===== src/rtl/ring_count_monitor.sv =====
// Passive reference-model checker for a rotating ring counter: tracks load/reset/rotate beats and flags mismatches.
// Latency 1 cycle (beat N visible in cycle N+1); observer only, no backpressure.
module ring_count_monitor #(
  parameter int WIDTH       = 4,
  parameter int ERR_W       = 8,
  parameter int FAULT_LIMIT = 3
) (
  input  logic                     clk,
  input  logic                     reset,
  input  logic                     valid,
  input  logic                     load,
  input  logic                     dut_rst,
  input  logic                     mod,
  input  logic [WIDTH-1:0]         data,
  input  logic [WIDTH-1:0]         count,
  output logic [WIDTH-1:0]         expected,
  output logic                     mismatch,
  output logic [ERR_W-1:0]         err_count,
  output logic                     sticky_err,
  output logic                     locked,
  output logic                     fault,
  output logic                     onehot_ok,
  output logic [$clog2(WIDTH)-1:0] position
);

  localparam int POS_W  = $clog2(WIDTH);
  localparam int MISS_W = $clog2(FAULT_LIMIT + 1);

  typedef enum logic [1:0] {
    ST_UNLOCKED = 2'd0,
    ST_LOCKED   = 2'd1,
    ST_FAULT    = 2'd2
  } state_e;

  state_e            state_q, state_d;
  logic [WIDTH-1:0]  expected_q, expected_d;
  logic              mismatch_q, mismatch_d;
  logic [ERR_W-1:0]  err_q, err_d;
  logic              sticky_q, sticky_d;
  logic [MISS_W-1:0] miss_q, miss_d;
  logic              onehot_q, onehot_d;
  logic [POS_W-1:0]  pos_q, pos_d;

  logic [WIDTH-1:0]  next_val;
  logic              hit;
  logic              is_onehot;
  logic [POS_W-1:0]  pos_idx;
  logic              resync;

  // Model's next value: load beats the counter's own reset, which beats rotation.
  always_comb begin
    next_val = expected_q;
    if (load) begin
      next_val = data;
    end else if (dut_rst) begin
      next_val = WIDTH'(1);
    end else if (mod) begin
      next_val = {expected_q[WIDTH-2:0], expected_q[WIDTH-1]};
    end else begin
      next_val = {expected_q[0], expected_q[WIDTH-1:1]};
    end
  end

  assign hit       = (count == expected_q);
  assign is_onehot = (count != '0) && ((count & (count - WIDTH'(1))) == '0);
  assign resync    = load | dut_rst;

  always_comb begin
    pos_idx = '0;
    for (int i = 0; i < WIDTH; i++) begin
      if (count[i]) begin
        pos_idx = POS_W'(i);
      end
    end
  end

  always_comb begin
    state_d    = state_q;
    expected_d = expected_q;
    mismatch_d = 1'b0;
    err_d      = err_q;
    sticky_d   = sticky_q;
    miss_d     = miss_q;
    onehot_d   = onehot_q;
    pos_d      = pos_q;

    if (valid) begin
      onehot_d = is_onehot;
      if (is_onehot) begin
        pos_d = pos_idx;
      end

      unique case (state_q)
        ST_UNLOCKED: begin
          if (resync) begin
            expected_d = next_val;
            state_d    = ST_LOCKED;
          end
        end
        ST_LOCKED: begin
          // The compare always uses the pre-update expected, even on a load beat.
          expected_d = next_val;
          if (!hit) begin
            mismatch_d = 1'b1;
            sticky_d   = 1'b1;
            if (err_q != '1) begin
              err_d = err_q + 1'b1;
            end
            if (miss_q == MISS_W'(FAULT_LIMIT - 1)) begin
              miss_d  = MISS_W'(FAULT_LIMIT);
              state_d = ST_FAULT;
            end else begin
              miss_d = miss_q + 1'b1;
            end
          end else begin
            miss_d = '0;
          end
        end
        ST_FAULT: begin
          if (resync) begin
            expected_d = next_val;
            miss_d     = '0;
            state_d    = ST_LOCKED;
          end
        end
        default: begin
          state_d = ST_UNLOCKED;
        end
      endcase
    end
  end

  always_ff @(posedge clk or negedge reset) begin
    if (!reset) begin
      state_q    <= ST_UNLOCKED;
      expected_q <= '0;
      mismatch_q <= 1'b0;
      err_q      <= '0;
      sticky_q   <= 1'b0;
      miss_q     <= '0;
      onehot_q   <= 1'b0;
      pos_q      <= '0;
    end else begin
      state_q    <= state_d;
      expected_q <= expected_d;
      mismatch_q <= mismatch_d;
      err_q      <= err_d;
      sticky_q   <= sticky_d;
      miss_q     <= miss_d;
      onehot_q   <= onehot_d;
      pos_q      <= pos_d;
    end
  end

  assign expected   = expected_q;
  assign mismatch   = mismatch_q;
  assign err_count  = err_q;
  assign sticky_err = sticky_q;
  assign locked     = (state_q == ST_LOCKED);
  assign fault      = (state_q == ST_FAULT);
  assign onehot_ok  = onehot_q;
  assign position   = pos_q;

endmodule

===== config.mk =====
export PLATFORM = sky130hd
export DESIGN_NAME = ring_count_monitor
export DESIGN_NICKNAME = d
export VERILOG_FILES = /design/src/rtl/ring_count_monitor.sv
export SDC_FILE = /design/constraint.sdc
export NUM_CORES = 1
export LEC_CHECK = 0
export ABC_AREA = 1
export BUFFER_PORTS_ARGS = -buffer_cell sky130_fd_sc_hd__buf_4
export CAP_MARGIN = 30
export CORE_MARGIN = 4
export CORE_UTILIZATION = 51
export DETAILED_ROUTE_END_ITERATION = 7
export PLACE_DENSITY = 0.81
export RECOVER_POWER = 100
export SYNTH_ARGS = -nofsm -noshare
export SYNTH_HDL_FRONTEND = slang
export SYNTH_SLANG_ARGS = --single-unit

===== constraint.sdc =====
create_clock -name clk -period 1.7 [get_ports clk]
set_input_delay 0.255 -clock clk [delete_from_list [all_inputs] [get_ports clk]]
set_output_delay 0.255 -clock clk [all_outputs]
set_load 0.02 [all_outputs]

; ---- After elaboration in Yosys (flattened, before gate mapping)
; Cells that the tools add are included.
[word_totals]
input_bits = 14
output_inout_bits = 19
word_cells = 55
register_bits = 21
[op_classes]
n_addsub = 3
n_eq_ne = 9
n_mux = 19
n_bitwise = 3
n_reduce_logical = 13
[ops]
columns = operator, n
row1 = 2-bit two-way mux, 8
row2 = 4-bit two-way mux, 4
row3 = 3-bit AND reduction, 3
row4 = "8-bit by 1-bit adder with 8-bit output, second input constant", 1
row5 = "8-bit inequality test, second input constant", 1
row6 = 2-bit one-hot mux with 2 select lines, 2
row7 = 4-bit one-hot mux with 2 select lines, 1
row8 = 4-bit AND reduction, 2
row9 = "2-bit by 1-bit inequality test with 1-bit output, second input constant", 3
row10 = 4-bit AND, 1
row11 = "2-bit == test, second input constant", 2
row12 = 4-bit == test, 1
row13 = 4-bit zero test, 1
row14 = 1-bit two-way mux, 4
row15 = 2-bit nonzero test, 2
row16 = 4-bit nonzero test, 1
row17 = "4-bit by 1-bit subtractor with 4-bit output, second input constant", 1
row18 = "2-bit by 1-bit adder with 2-bit output, second input constant", 1
row19 = "2-bit by 1-bit == test with 1-bit output, second input constant", 1
row20 = 2-bit zero test, 1
row21 = "2-bit inequality test, second input constant", 1
row22 = 2-bit AND reduction, 1
row23 = 2-bit OR reduction, 1
row24 = 1-bit logical AND, 1
row25 = 2 further kinds, 2

; ---- Depth between registers and ports, before layout
[logic_depth]
depth_word = 5
depth_mapped = 9
ltp_nobuf = 9

; ---- Worst setup path before layout
; OpenSTA, ideal clock, no wires.
[synth_timing]
path_kind = reg2reg
startpoint = register err_q[0], in the netlist err_count[0]
endpoint = register err_q[6], in the netlist err_count[6]
synth_period_minus_slack_ps = 1483
setup_time_ps = 121
required_ps = 1579
path_buffers = 1
slack_ps = 217
path_stages_with_launch = 9
t_arrival_ps = 1362
cell_sequence = dfrtp_1 -> ha_1 -> nand2_1 -> inv_1 -> nand4_1 -> nand3_2 -> buf_6 -> nand2_1 -> o21ai_2
[synth_via]
elab_chain_len = 2
[synth_lines]
columns = element, line
row1 = from (decl), 38  ; logic [ERR_W-1:0] err_q, err_d;
row2 = from (signal assigned), 147  ; err_q <= err_d;
row3 = branches (longest 2 deep; another with 8-bit by 1-bit adder with 8-bit output), --
; Parallel ways; which one is timed is not known.
; A chain may end at the register's enable or synchronous reset.

; ---- Worst setup path after layout
[layout_timing]
startpoint = register err_q[0], in the netlist err_count[0]
endpoint = register err_q[2], in the netlist err_count[2]
; The elaborated chain is that of the path after synthesis.

==> results_dict.tcl <==
set metrics [dict create \
    outcome "finished, final reports clean" \
    synth-xor-area-share 0.0433 \
    wl_per_cell_um 12.1 \
    coreArea_um2 2230 \
    die_w_um 56.8 \
    hpwl_um 2170 \
    path_max_fanout 15 \
    htreeDepth 1 \
    stdcell_area_um2 1430 \
    ys_types 24 \
    dpl_cell_area_um2 1480 \
    num_vias 1133 \
    setup-violations-final 0 \
    pin_count 33 \
    cts_root_buf "clkbuf_4" \
    worstHoldPathType "primary input to register" \
    globalplace.congestion 0.787 \
    syn_area_per_cell_um2 7.50 \
    tightest_slew_ns 1.10 \
    critPathLaunchType "register" \
    syn_inst 162 \
    grt_max_degree 22 \
    initial_utilization 0.544 \
    p_seq_frac 0.426 \
    drt-initial-drc-count 34 \
    drt.antenna.violating_nets 0 \
    die_area_um2 3230 \
    portBuffers 32 \
    rows 17 \
    finClkSkew_ns 0.00277 \
    globalRouteOverflowTotal 0 \
    yosys.area_share.simple 0.273 \
    cp.buffers_inverters 1 \
    cp-end-kind "register" \
    fin_crit_ns 1.50 \
    fin_setup_tns_ns 0 \
    multiInputGateArea_um2 572 \
    switchingPower_w 0.000820 \
    layout_common_cells "52 x nand2_1, 26 x inv_1, 21 x dfrtp_1, 21 x clkbuf_1, 16 x o21ai_0" \
    yosysSeqAreaShare 0.433 \
    maxCapViolations 0 \
    powerDensity_nw_per_um2 1250 \
    ys_seq_elements 21 \
    critPathTopFamily "simple AND/OR/NAND/NOR gates" \
    finalCritPeriodShare 0.880 \
    crit_slowest_cell "dfrtp_1" \
    antenna_cells 0 \
    placed_cells 220 \
    crit_type "register to register" \
    drc_errors 0 \
    peakVddDrop_mv 0.798 \
    clkPwrFrac 0.138 \
    clk_latency_ns 0.31 \
    drive_gt1_frac 0.112 \
    synthToLayoutAreaGrowth_pct 17.9 \
    viasPerCell 5.04 \
    dp_slack_ns 0.106 \
    post_cts_buffers 0 \
    synth_top_family_by_area "simple AND/OR/NAND/NOR gates" \
    max_freq_mhz 668 \
    cp.arrival_ns 1.72 \
    layout_setup_ws_ns 0.203 \
    fin_nets 214 \
    gr-usage-all-layers 0.185 \
    critical_path_required_ns 1.93 \
    synthesis.nets 178 \
    grt_pass1_vias 1154 \
    leakage_nw 0.738 \
    register_area_um2 526 \
    p_int_w 0.000977 \
    synth.area.mux_share 0 \
    p_sw_frac 0.456 \
    syn_area_um2 1210 \
    yosys.area_share.adder 0.0206 \
    final_cell_count_no_fill 225 \
    layout_commonest_cell "nand2_1" \
    crit_chain "ha_1 > nand2_1 > inv_1 > nand4_1 > nand3_4 > o21ai_0" \
    path_clk_slew_ns 0.12 \
    max-slew-margin-rel 0.265 \
    fillers 213 \
    grt_pass1_wl_um 4780 \
    slew_viol_final 0 \
    holdWs_ns 0.236 \
    max_stage_delay_ns 0.44 \
    synth-compound-area-share 0.135 \
    finalHoldViolCount 0 \
    cts_sinks 21 \
    cts_made_buffers 3 \
    cts_buffer_depth 2 \
    cts_tree "yes" \
    rsz0062_at_grt "false" \
    ys_warn_count 0 \
    antenna_found_initial 0 \
    fp.dieH_um 56.8 \
    drt-pass1-iter-count 4 \
    p_comb_frac 0.436 \
    routed_wl_um 2720 \
]
[power by group through the flow]
stage	sequential (W)	combinational, W	clock, W
floorplan	0.000870	0.000471	0
global placement	0.000765	0.000862	0
detailed placement	0.000773	0.000895	0
CTS	0.000763	0.000899	0.000253
global route	0.000788	0.000897	0.000271
finish	0.000765	0.000784	0.000248
[registers in the layout, indices dropped and copies added (netlist names)]
signal,count
err_count,8
sticky_err,1
expected,4
state_q,2
miss_q,2
mismatch,1
position,2
onehot_ok,1
[cell families after synthesis]
| group | after synthesis |
|---|---|
| simple gates | 77 |
| buf+inv | 29 |
| compound gates | 27 |
| flops | 21 |
| xor+xnor | 6 |
| fa+ha+maj | 2 |
[metrics by stage]
step	power (W)	util
5_1_grt	0.00196	0.641
3_5_place_dp	0.00167	0.661
2_1_floorplan	0.00134	-
3_3_place_gp	0.00163	0.661
4_1_cts	0.00192	0.677
6_report	0.00180	0.641
[path summary, 6_finish.rpt]
path / start / endpoint / slack (ns) / depth (start not counted)
min: count[0] / position[1]$_DFFE_PN0P_ / 0.24 / 4
max in group asynchronous: reset / expected[0]$_DFFE_PN0P_ / 0.39 / 2
max reg2reg: err_count[0]$_DFFE_PN0P_ / err_count[2]$_DFFE_PN0P_ / 0.20 / 6
min reg2reg: sticky_err$_DFFE_PN0P_ / sticky_err$_DFFE_PN0P_ / 0.48 / 1
min in group asynchronous: reset / err_count[5]$_DFFE_PN0P_ / 0.66 / 2
max: err_count[0]$_DFFE_PN0P_ / err_count[2]$_DFFE_PN0P_ / 0.20 / 6
[per-layer routing]
layer  wire [µm]  track usage
met4          41       0.0629
met2        1410        0.332
met3          85       0.0276
met1        1180        0.223
met5           0            0
[timing repair]
action | in CTS | in global routing
resized for setup | 0 | 1
endpoints found under the setup margin | 0 | 1
hold endpoints to repair | 21 | 0
hold buffers | 1 | 0
[layout make-up]
type / count / area share
clock buffer: 3 / 0.0157
clock inverter: 1 / 0.00349
inverter: 27 / 0.0707
multi-input combinational: 112 / 0.399
sequential: 21 / 0.367
tap: 28 / 0.0245
timing repair buffer: 33 / 0.120
[Yosys cell counts, drive strengths merged]
cell,count,share of area
o21ai,17,0.076
buf,1,0.0093
a21oi,6,0.034
dfrtp,21,0.43
nor2,13,0.050
or2,2,0.010
xnor2,2,0.014
o211ai,4,0.025
nand3,6,0.029
xor2,4,0.029
clkbuf,1,0.0031
ha,2,0.021
inv,27,0.083
nand4,4,0.021
nand2,52,0.16
[worst min-delay path: cells and delay by family]
kind	cells	cell delay, ns
buffers and inverters	1	0.09
AND/OR/NAND/NOR	3	0.17
Note: power is estimated with default switching activity, not from simulation.
